### src/rtl/glb_feeder_pkg.sv
// Shared definitions for the GLB stream feeder: channel FSM encoding, FIFO sizing, channel roles.
package glb_feeder_pkg;

  typedef enum logic [1:0] {
    ST_IDLE  = 2'd0,
    ST_RUN   = 2'd1,
    ST_DRAIN = 2'd2,
    ST_FIN   = 2'd3
  } feed_state_e;

  localparam int CH_WEIGHT = 0;
  localparam int CH_IFMAP  = 1;
  localparam int CH_PSUM   = 2;

  // Two slots beyond the read latency let one word/cycle flow while the PE pops every cycle.
  function automatic int fifo_depth(input int rd_lat);
    return rd_lat + 2;
  endfunction

endpackage

### src/rtl/glb_feed_ch.sv
// One GLB-to-PE channel: first read 1 cycle after start, first word RD_LAT+2 cycles after start.
// Reads are credit-limited to FIFO space, so pe_ready low stalls issue and never drops data. Stride via GLB_FEEDER_STRIDE_EN.
module glb_feed_ch
  import glb_feeder_pkg::*;
#(
  parameter int DATA_W = 16,
  parameter int ADDR_W = 8,
  parameter int LEN_W  = 8,
  parameter int RD_LAT = 1
) (
  input  logic              clk,
  input  logic              rst,
  input  logic              cfg_start,
  input  logic [ADDR_W-1:0] cfg_base_addr,
  input  logic [LEN_W-1:0]  cfg_len,
  input  logic [ADDR_W-1:0] cfg_stride,
  input  logic              ch_flush,
  output logic              mem_rd_en,
  output logic [ADDR_W-1:0] mem_rd_addr,
  input  logic [DATA_W-1:0] mem_rd_data,
  output logic [DATA_W-1:0] pe_data,
  output logic              pe_valid,
  input  logic              pe_ready,
  output logic              busy,
  output logic              done
);
  localparam int FIFO_DEPTH = fifo_depth(RD_LAT);
  localparam int CW = $clog2(FIFO_DEPTH + 1);
  localparam int SW = CW + 1;
  localparam int PW = (FIFO_DEPTH > 1) ? $clog2(FIFO_DEPTH) : 1;
  localparam logic [SW-1:0] DEPTH_C = SW'(FIFO_DEPTH);

  feed_state_e       state;
  logic [ADDR_W-1:0] addr, step, step_cfg;
  logic [LEN_W-1:0]  remaining;
  logic [RD_LAT-1:0] vld_pipe;
  logic [CW-1:0]     fifo_cnt, inflight;
  logic [PW-1:0]     wr_ptr, rd_ptr;
  logic [DATA_W-1:0] fifo_mem [FIFO_DEPTH];
  logic              push, pop, drained;

`ifdef GLB_FEEDER_STRIDE_EN
  assign step_cfg = cfg_stride;
`else
  logic unused_stride;
  assign unused_stride = ^cfg_stride;
  assign step_cfg      = ADDR_W'(1);
`endif

  // Credit = FIFO occupancy plus reads still in the latency pipe.
  assign mem_rd_en   = (state == ST_RUN) && (remaining != '0) && !ch_flush &&
                       (({1'b0, fifo_cnt} + {1'b0, inflight}) < DEPTH_C);
  assign mem_rd_addr = addr;
  assign push        = vld_pipe[RD_LAT-1];
  assign pe_valid    = (fifo_cnt != '0);
  assign pop         = pe_valid && pe_ready;
  assign pe_data     = pe_valid ? fifo_mem[rd_ptr] : '0;
  assign busy        = (state == ST_RUN) || (state == ST_DRAIN);
  assign done        = (state == ST_FIN);
  assign drained     = (inflight == '0) &&
                       ((fifo_cnt == '0) || ((fifo_cnt == CW'(1)) && pop));

  always_ff @(posedge clk) begin
    if (rst || ch_flush) begin
      state     <= ST_IDLE;
      addr      <= '0;
      step      <= '0;
      remaining <= '0;
      vld_pipe  <= '0;
      inflight  <= '0;
      fifo_cnt  <= '0;
      wr_ptr    <= '0;
      rd_ptr    <= '0;
    end else begin
      vld_pipe <= RD_LAT'({vld_pipe, mem_rd_en});
      inflight <= inflight + CW'(mem_rd_en) - CW'(push);
      fifo_cnt <= fifo_cnt + CW'(push) - CW'(pop);
      if (push) begin
        fifo_mem[wr_ptr] <= mem_rd_data;
        wr_ptr <= (wr_ptr == PW'(FIFO_DEPTH - 1)) ? '0 : wr_ptr + 1'b1;
      end
      if (pop)
        rd_ptr <= (rd_ptr == PW'(FIFO_DEPTH - 1)) ? '0 : rd_ptr + 1'b1;
      if (mem_rd_en) begin
        addr      <= addr + step;
        remaining <= remaining - 1'b1;
      end
      case (state)
        ST_IDLE: if (cfg_start) begin
          addr      <= cfg_base_addr;
          remaining <= cfg_len;
          step      <= step_cfg;
          state     <= (cfg_len == '0) ? ST_FIN : ST_RUN;
        end
        ST_RUN:   if (mem_rd_en && (remaining == LEN_W'(1))) state <= ST_DRAIN;
        ST_DRAIN: if (drained) state <= ST_FIN;
        ST_FIN:   state <= ST_IDLE;
        default:  state <= ST_IDLE;
      endcase
    end
  end

endmodule

### src/rtl/glb_stream_feeder.sv
// Multi-channel GLB-to-PE streamer: NUM_CH independent glb_feed_ch instances on flattened buses.
// Latency start->first word RD_LAT+2; per-channel valid/ready backpressure; stride via GLB_FEEDER_STRIDE_EN.
module glb_stream_feeder
  import glb_feeder_pkg::*;
#(
  parameter int NUM_CH = 3,
  parameter int DATA_W = 16,
  parameter int ADDR_W = 8,
  parameter int LEN_W  = 8,
  parameter int RD_LAT = 1
) (
  input  logic                     clk,
  input  logic                     rst,
  input  logic [NUM_CH-1:0]        cfg_start,
  input  logic [NUM_CH*ADDR_W-1:0] cfg_base_addr,
  input  logic [NUM_CH*LEN_W-1:0]  cfg_len,
  input  logic [NUM_CH*ADDR_W-1:0] cfg_stride,
  input  logic [NUM_CH-1:0]        ch_flush,
  output logic [NUM_CH-1:0]        mem_rd_en,
  output logic [NUM_CH*ADDR_W-1:0] mem_rd_addr,
  input  logic [NUM_CH*DATA_W-1:0] mem_rd_data,
  output logic [NUM_CH*DATA_W-1:0] pe_data,
  output logic [NUM_CH-1:0]        pe_valid,
  input  logic [NUM_CH-1:0]        pe_ready,
  output logic [NUM_CH-1:0]        busy,
  output logic [NUM_CH-1:0]        done
);

  for (genvar c = 0; c < NUM_CH; c++) begin : g_ch
    glb_feed_ch #(
      .DATA_W (DATA_W),
      .ADDR_W (ADDR_W),
      .LEN_W  (LEN_W),
      .RD_LAT (RD_LAT)
    ) u_ch (
      .clk           (clk),
      .rst           (rst),
      .cfg_start     (cfg_start[c]),
      .cfg_base_addr (cfg_base_addr[c*ADDR_W +: ADDR_W]),
      .cfg_len       (cfg_len[c*LEN_W +: LEN_W]),
      .cfg_stride    (cfg_stride[c*ADDR_W +: ADDR_W]),
      .ch_flush      (ch_flush[c]),
      .mem_rd_en     (mem_rd_en[c]),
      .mem_rd_addr   (mem_rd_addr[c*ADDR_W +: ADDR_W]),
      .mem_rd_data   (mem_rd_data[c*DATA_W +: DATA_W]),
      .pe_data       (pe_data[c*DATA_W +: DATA_W]),
      .pe_valid      (pe_valid[c]),
      .pe_ready      (pe_ready[c]),
      .busy          (busy[c]),
      .done          (done[c])
    );
  end

endmodule

### config.mk
export PLATFORM = sky130hd
export DESIGN_NAME = glb_stream_feeder
export DESIGN_NICKNAME = d
export VERILOG_FILES = /design/src/rtl/glb_feeder_pkg.sv /design/src/rtl/glb_feed_ch.sv /design/src/rtl/glb_stream_feeder.sv
export SDC_FILE = /design/constraint.sdc
export NUM_CORES = 1
export LEC_CHECK = 0
export CAP_MARGIN = 20
export CORE_ASPECT_RATIO = 0.75
export CORE_MARGIN = 3
export CORE_UTILIZATION = 52
export DETAILED_ROUTE_END_ITERATION = 10
export PLACE_DENSITY = 0.81
export SETUP_SLACK_MARGIN = 0.05
export SYNTH_ARGS = -nofsm -noshare
export SYNTH_HDL_FRONTEND = slang
export SYNTH_SLANG_ARGS = --single-unit
### constraint.sdc
create_clock -name clk -period 3.8 [get_ports clk]
set_clock_uncertainty 0.05 [all_clocks]
set_input_delay 0.57 -clock clk [delete_from_list [all_inputs] [get_ports clk]]
set_output_delay 0.57 -clock clk [all_outputs]
set_load 0.01 [all_outputs]
---- Word level (Yosys, flattened, before mapping) ----
Memories as Yosys holds them, arrays and structs flattened. A register that Yosys moved wholly into a read port is not among the register bits.
Index checks and enable logic that the tools add are counted.
operators by class
  add/subtract/negate cells ............... 27
  order comparisons ....................... 3
  eq/ne operators ......................... 30
  multiplexer cells ....................... 57
  reduce and logical (&&, ||, !) cells .... 57
operators with widths
  cell                                                   number
  2-to-1 mux 8 bit                                       18
  2-to-1 mux 16 bit                                      3
  2-to-1 mux 2 bit                                       24
  adder 8 x 1 -> 8 bit                                   3
  == test 2 bit, second input constant                   12
  == test 8 x 1 -> 1 bit, second input constant          3
  zero test 8 bit                                        3
  one-hot mux 2 bit (4 select lines)                     3
  nonzero test 8 bit                                     3
  subtractor 8 x 1 -> 8 bit, second input constant       3
  logical AND 1 bit                                      21
  zero test 2 bit                                        9
  adder 2 x 1 -> 2 bit                                   6
  adder 2 x 1 -> 2 bit, second input constant            6
  == test 2 x 1 -> 1 bit, second input constant          6
  inequality test 2 bit, second input constant           6
  subtractor 2 x 1 -> 2 bit                              6
  adder 2 x 2 -> 3 bit                                   3
  logical OR 1 bit                                       9
  < comparator 3 x 2 -> 1 bit, second input constant     3
  2-to-1 mux 1 bit                                       9
  AND reduction 3 bit                                    3
  inequality test 2 x 1 -> 1 bit, second input constant  3
  AND reduction 2 bit                                    3
  other kinds (2)                                        6
storage, ports and cells
  flip-flop bits (word level) ............. 84
  RAM bits ................................ 144
  input port bits ......................... 131
  output and inout bits ................... 84
  word-level logic and storage cells ...... 204
  memories kept ........................... 3
memories
  memory                 depth  width  read ports  clocked after Yosys merged registers in  wr ports  line               text
  g_ch[0].u_ch.fifo_mem  3      16     1           1                                        1         glb_feed_ch.sv:39  logic [DATA_W-1:0] fifo_mem [FIFO_DEPTH];
  g_ch[1].u_ch.fifo_mem  3      16     1           1                                        1         glb_feed_ch.sv:39
  g_ch[2].u_ch.fifo_mem  3      16     1           1                                        1         glb_feed_ch.sv:39

---- Depth between registers and ports, before layout ----
Gate-level depths: netlist (run 1).
  depth after elaboration ................. 7
  depth in mapped cells ................... 13
  mapped depth without buffers ............ 12

---- By module ----
Synthesis (run 1) repeated with hierarchy kept, for this count alone.
second synthesis, totals
  cells, all modules ...................... 954
  area, all modules ....................... 10401.2 sq um
by module, submodules not included
  module       times used  cells each  area an instance (sq um)  sequential area each (sq um)
  glb_feed_ch  3           318         3467.1                    2042.0

---- Worst setup path before layout (run 1) ----
No wires, ideal clock.
  kind .................................... input-to-reg
  from .................................... in ch_flush[2]
  to ...................................... mem g_ch[2].u_ch.fifo_mem[2][0], enable pin
  library setup time ...................... 0.409 ns
  arrival ................................. 2.384 ns
  required time ........................... 3.341 ns
  slack ................................... 0.957 ns
  stages on the path ...................... 4
  path buffers ............................ 2
  cell sequence ........................... or2_2 > clkbuf_1 > clkbuf_1 > nor3_1
between the ends
  word-level cells in the longest chain between the ends .. 3
RTL lines
  element                                 line                     text
  start: declaration                      glb_stream_feeder.sv:18  input logic [NUM_CH-1:0] ch_flush,
  logical OR 1 bit                        glb_feed_ch.sv:64        if (rst || ch_flush) begin
  2-to-1 mux 1 bit                        glb_feed_ch.sv:64
  2-to-1 mux 1 bit (implied by the code)  glb_feed_ch.sv:79        fifo_mem[wr_ptr] <= mem_rd_data;
  end: declaration                        glb_feed_ch.sv:39
Every way passes these cells.

---- Worst setup path after layout (run 1) ----
  from .................................... reg g_ch[1].u_ch.inflight[0]
  to ...................................... out mem_rd_en[1]
between the ends
  word-level cells in the longest chain between the ends .. 3
RTL lines
  element                      line                     text
  start: declaration           glb_feed_ch.sv:37        logic [CW-1:0] fifo_cnt, inflight;
  start signal: assignment     glb_feed_ch.sv:76        inflight <= inflight + CW'(mem_rd_en) - CW'(push);
  adder 2 x 2 -> 3 bit         glb_feed_ch.sv:52        (({1'b0, fifo_cnt} + {1'b0, inflight}) < DEPTH_C);
  < comparator 3 x 2 -> 1 bit  glb_feed_ch.sv:52
  logical AND 1 bit            glb_feed_ch.sv:51        assign mem_rd_en = (state == ST_RUN) && (remaining != '0) && !ch_flush &&
  end: declaration             glb_stream_feeder.sv:19  output logic [NUM_CH-1:0] mem_rd_en,
Every way passes these cells.

==> results of run 1 <==
## layer usage
metal  vias to the layer above  wire (um)
met3                        37       1600
met2                       200      10400
met1                      3523       9850
li1                       3726          -
met4                         4        455
met5                         -         21
## cells in the mapped netlist (2+ instances only)
library cell  count
nor2_1          147
edfxtp_1        144
a21oi_1         104
dfxtp_1          90
o21ai_0          54
mux2i_1          53
ha_1             42
nand2_1          35
inv_1            34
clkbuf_1         33
xnor2_1          24
nor3_1           22
xor2_1           20
nand3_1          17
buf_4            13
nor4_1           13
nand4_1          10
a211oi_1          8
a31oi_1           8
and2_1            8
nor2b_1           6
nand2b_1          5
nor3b_1           4
or2_2             4
and3_1            3
buf_2             3
fa_1              3
mux2_2            3
nand3b_1          3
inv_2             2
or3_1             2
## power by group
group	switching, mW	leakage, nW	internal (mW)	total, mW
clock	0.923	0.404	1.49	2.41
combinational	0.215	2.31	0.225	0.440
sequential	0.0417	2.03	2.73	2.77
## worst paths after layout
path | to | slack [ns] | cells after the start
worst max register to register | g_ch[1].u_ch.inflight[1] | 0.82 | 11
worst min-delay path | g_ch[1].u_ch.step[0] | 0.44 | 2
worst max-delay path | mem_rd_en[1] | 0.23 | 5
worst min register to register | g_ch[1].u_ch.step[0] | 0.44 | 2
## cells by family after synthesis
family / after synthesis / share of synthesized area
AO/OA/AOI/OAI: 188 / 0.101
buffers and inverters: 87 / 0.0370
multiplexers: 56 / 0.0540
adder cells (fa/ha/maj): 45 / 0.0560
AND/OR/NAND/NOR: 288 / 0.129
XOR/XNOR: 44 / 0.0369
flip-flops: 234 / 0.586
## state kept, by name, indices dropped and copies added, names as in the netlist, named ones only
name,flops
g_ch.u_ch.fifo_cnt,6
g_ch.u_ch.fifo_mem,144
g_ch.u_ch.inflight,6
g_ch.u_ch.mem_rd_addr,24
g_ch.u_ch.push,3
g_ch.u_ch.rd_ptr,6
g_ch.u_ch.remaining,24
g_ch.u_ch.state,6
g_ch.u_ch.step,3
g_ch.u_ch.wr_ptr,6
## critical path: stages (launching register included)
cell and delay, ns:
dfxtp_1 0.33, ha_1 0.21, fa_1 0.46, a211o_1 0.30
a311oi_4 0.49, clkdlybuf4s50_1 0.65
## stage by stage
stage | hold slack, ns | cells | cell area (sq um)
finish | 0.442 | 1396 | 13400
global route | 0.474 | 1396 | 13400
CTS | 0.442 | 1396 | 13400
detailed placement | 0.424 | 1354 | 12600
global placement | 0.410 | 1354 | 12600
floorplan | 0.391 | 942 | 10500
## layout by cell type, fill, tap and decap left out, drive strengths merged, types with 15 or more instances in the layout
cell type / Yosys / routed
a21oi: 104 / 104
xnor2: 24 / 24
nor3: 22 / 22
clkdlybuf4s50: 0 / 190
ha: 42 / 42
o21ai: 54 / 54
nor4: 15 / 15
dfxtp: 90 / 90
nand3: 17 / 17
nand2: 35 / 35
edfxtp: 144 / 144
clkbuf: 33 / 31
xor2: 20 / 20
buf: 18 / 20
nor2: 147 / 147
inv: 36 / 37
mux2i: 53 / 53
## area by class of cell
cell class,instances,area (sq um),share of cell area
inverter,36,135,0.0101
clock inverter,11,169,0.0126
sequential,234,6130,0.456
timing repair buffer,210,2050,0.153
multi-input combinational,621,3980,0.296
clock buffer,31,656,0.0488
tap,253,317,0.0236
==> results.py, run 1 <==
metrics = {
    "floorplan": {
        "dieArea_sq_um": 21900,
        "num_io_pins": 215,
        "coreArea_sq_um": 19500,
        "die_w_um": 170,
        "dieHeight_um": 129,
        "row_count": 44,
        "start_util": 0.535,
    },
    "clock_network": {
        "cts_sinks": 234,
        "cts-resized-gates": 0,
        "h-tree-depth": 1,
        "cts_buffers": 23,
        "post_cts_buffers": 0,
        "ctsHoldBuffers": 0,
        "cts_tree": "done",
        "clkLatencyLatePin_ns": 0.50,
        "clk_path_buf_depth": 3,
        "clock-root-buffer": "clkbuf_16",
        "clk_pin_slew_ns": 0.06,
    },
    "logic_synthesis": {
        "syn_avg_cell_area_sq_um": 11.1,
        "syn_inst": 942,
        "synth_edf_count": 144,
        "synth_cell_type_count": 56,
        "synthFlopType": "edfxtp_1",
        "ys_seq_elements": 234,
        "yosys_warnings": 0,
        "syn-num-nets": 1118,
        "synth.top_cells.by_area": "edfxtp_1, dfxtp_1, nor2_1, mux2i_1, ha_1",
        "synth-async-reset-ratio": 0,
        "synthesis.area_sq_um": 10500,
        "yosysTopAreaCell": "edfxtp_1",
        "ys_seq_area_frac": 0.586,
        "synth_top_cell_area_share": 0.414,
    },
    "critical_path": {
        "path_max_fanout": 10,
        "setup.worst_path.class": "register to output port",
        "timing.rr.start": "g_ch[1].u_ch.inflight[0]",
        "start_kind": "register",
        "cp-end-kind": "output port",
        "crit_arrival_ns": 2.95,
        "crit_required_ns": 3.18,
        "crit_start": "g_ch[1].u_ch.inflight[0]",
    },
    "sta": {
        "post-route-period-util": 0.938,
        "worstMarginPinSlew_ns": 1.02,
        "slew_violations": 0,
        "worst_slack_ns": 0.234,
        "fmaxAchievable_mhz": 280,
        "grt_setup_unrepaired": "false",
        "finalSetupViolCount": 0,
        "slew_headroom": 0.317,
        "tns_ns": 0,
        "min_period_ns": 3.57,
        "finalHoldViolations": 0,
    },
    "grt": {
        "grt_pass1_vias": 7086,
        "grt_usage": 0.199,
        "busiest_layer": "met2",
        "use_met1": 0.261,
        "grt_pass1_wl_um": 35100,
        "grtUsageMet2": 0.332,
        "met3_usage": 0.0547,
        "grt_start_max_net_pins": 33,
        "grt.overflow.total": 0,
        "antenna_found_initial": 2,
    },
    "detailed_routing": {
        "wire_per_inst_um": 16.0,
        "drtIter0Drc": 412,
        "postRouteWirelength_um": 22400,
        "vias": 7490,
        "drc": 0,
        "vias_per_cell": 5.37,
        "ant_nets": 0,
        "dr.pass1.iters": 7,
    },
    "cells_and_area": {
        "area_growth_pct": 28.5,
        "diodes": 0,
        "final_util": 0.687,
        "nFillCells": 1432,
        "layout-drive-gt1-share": 0.0744,
        "nNetsFinal": 1302,
    },
    "power": {
        "leakagePower_nw": 4.74,
        "p_total_mw": 5.62,
        "ir_drop_mv": 0.353,
        "powerDensity_nw_per_um2": 418,
    },
    "worst_hold_path": {
        "hp-class": "register to register",
        "worstHoldStart": "g_ch[1].u_ch.step[0]",
    },
    "place": {
        "io_buffers": 190,
        "dp_slack_ns": 0.709,
        "place.gp.congestion": 0.944,
        "dpl.hpwl_um": 15600,
    },
    "status": {
        "outcome": "complete, no violations",
    },
    "flow_run": {
        "maxCapViolCount": 0,
    },
}
(Power assumes the default switching activity.)
==> inputs of run 2 (changes only) <==
--- a/config.mk
+++ b/config.mk
@@ -12,6 +12,7 @@
 export DETAILED_ROUTE_END_ITERATION = 10
 export PLACE_DENSITY = 0.81
 export SETUP_SLACK_MARGIN = 0.05
+export SLEW_MARGIN = 40
 export SYNTH_ARGS = -nofsm -noshare
 export SYNTH_HDL_FRONTEND = slang
 export SYNTH_SLANG_ARGS = --single-unit
==> results.py, run 2 (synthesis gave the netlist of run 1 again) <==
metrics = {
    "cells_and_area": {
        "area_growth_pct": 28.4,
        "layout-drive-gt1-share": 0.0771,
        "nNetsFinal": 1302,
        "diodes": 0,
        "nFillCells": 1422,
        "largest_register_ffs": 144,
        "top_register": "g_ch.u_ch.fifo_mem",
        "final_common_cell": "clkdlybuf4s50_1",
        "final_util": 0.687,
        "layout_common_cells": "clkdlybuf4s50_1, nor2_1, edfxtp_1, a21oi_1, dfxtp_1",
        "finalNonFillerCells": 1395,
    },
    "clock_network": {
        "cts_buffers": 23,
        "cts_sinks": 234,
        "h-tree-depth": 1,
        "cts_tree": "done",
        "clk_pin_slew_ns": 0.06,
        "clock-root-buffer": "clkbuf_16",
        "clkLatencyLatePin_ns": 0.50,
        "ctsHoldBuffers": 0,
        "clk_path_buf_depth": 3,
    },
    "place": {
        "dp.cells": 1354,
        "place.gp.congestion": 0.944,
        "io_buffers": 190,
        "dpl.hpwl_um": 15600,
    },
    "sta": {
        "finalSetupViolCount": 0,
        "slew_violations": 0,
        "finalHoldViolations": 0,
        "min_period_ns": 3.56,
        "post-route-period-util": 0.938,
        "worstMarginPinSlew_ns": 0.613,
        "grt_setup_unrepaired": "false",
        "tns_ns": 0,
        "slew_headroom": 0.591,
        "fmaxAchievable_mhz": 281,
    },
    "floorplan": {
        "dieHeight_um": 129,
        "start_util": 0.535,
        "row_count": 44,
        "num_io_pins": 215,
        "dieArea_sq_um": 21900,
        "die_w_um": 170,
        "coreArea_sq_um": 19500,
    },
    "detailed_routing": {
        "dr.pass1.iters": 5,
        "vias_per_cell": 5.38,
        "drc": 0,
        "top_layer_used": "met5",
        "vias": 7512,
        "wire_per_inst_um": 16.3,
        "wl_met2_um": 10700,
        "postRouteWirelength_um": 22700,
        "met3_length_um": 1620,
        "wl_met1_um": 9870,
        "drtIter0Drc": 443,
        "ant_nets": 0,
    },
    "power": {
        "ir_drop_mv": 0.319,
        "leakagePower_nw": 4.73,
        "powerDensity_nw_per_um2": 416,
    },
    "critical_path": {
        "crit_required_ns": 3.18,
        "critPathTopFamily": "compound AO/OA/AOI/OAI gates",
        "crit_arrival_ns": 2.94,
        "crit_slowest_cell": "clkdlybuf4s50_1",
        "setup.worst_path.class": "register to output port",
        "worstPathBufferInverterCount": 1,
        "path_max_fanout": 10,
        "cp-end-kind": "output port",
        "crit_chain": "ha_1, fa_1, a211o_1, a311oi_4, clkdlybuf4s50_1",
        "max_stage_delay_ns": 0.65,
        "start_kind": "register",
    },
    "status": {
        "outcome": "complete, no violations",
    },
    "grt": {
        "grt_start_max_net_pins": 33,
        "grt_pass1_vias": 7194,
        "grt_usage": 0.203,
        "antenna_found_initial": 2,
        "grt_pass1_wl_um": 35900,
        "grt.overflow.total": 0,
    },
    "worst_hold_path": {
        "hp-class": "register to register",
    },
    "flow_run": {
        "maxCapViolCount": 0,
    },
}
-- run 2: changes by cell type in the layout (fill, tap and decap cells not counted), sizes merged --
cell | before | now
clkbuf | 31 | 30
inv | 37 | 36
clkinvlp | 1 | 2
-- run 2: metrics by stage --
| stage | cell area, sq um | setup slack (ns) | power (mW) | hold slack, ns |
|---|---|---|---|---|
| after global placement | 12600 | 0.712 | 3.24 | 0.410 |
| after detailed placement | 12600 | 0.699 | 3.26 | 0.424 |
| after global routing | 13400 | 0.0696 | 5.78 | 0.470 |
| final | 13400 | 0.235 | 5.58 | 0.442 |
| after CTS | 13400 | 0.149 | 5.62 | 0.442 |
| after floorplan | 10500 | 0.957 | 3.04 | 0.391 |
-- run 2: final timing paths --
kind | from | end | slack (ns) | cells past startpoint
hold / removal | g_ch[0].u_ch.rd_ptr[1] | register | 0.44 | 2
setup reg to reg | g_ch[1].u_ch.inflight[0] | g_ch[1].u_ch.inflight[1] | 0.80 | 11
hold reg to reg | g_ch[0].u_ch.rd_ptr[1] | register | 0.44 | 2
setup / recovery | g_ch[1].u_ch.inflight[0] | mem_rd_en[1] | 0.24 | 5
-- run 2: metal layers --
layer  track usage  up-vias
met5             0        -
met4        0.0471        4
met3        0.0571       41
met2         0.343      199
met1         0.263     3542
li1              -     3726
-- run 2: cell type report --
class | instances | area (sq um) | area share
inverter | 36 | 135 | 0.0101
clock buffer | 30 | 632 | 0.0471
tap | 253 | 317 | 0.0236
clock inverter | 11 | 166 | 0.0124
multi-input combinational | 621 | 3990 | 0.297
sequential | 234 | 6130 | 0.457
timing repair buffer | 210 | 2050 | 0.153
-- run 2: report_power, final --
group	internal (mW)	switching (mW)	total, mW
Sequential	2.73	0.0416	2.77
Clock	1.45	0.921	2.37
Combinational	0.226	0.219	0.444
-- run 2: timing repair --
item / in CTS / in global routing
buffers inserted: 0 / 0
gates resized for setup: 0 / 1
setup endpoints to repair: 0 / 1
-- run 2: worst register-to-register path, cell delays in order (launching register included) --
cell	delay [ns]
dfxtp_1	0.33
ha_1	0.21
fa_1	0.46
a211o_1	0.30
a311oi_4	0.49
inv_2	0.16
ha_1	0.32
inv_1	0.04
ha_1	0.18
xor2_1	0.16
xnor2_1	0.13
nor2_1	0.05
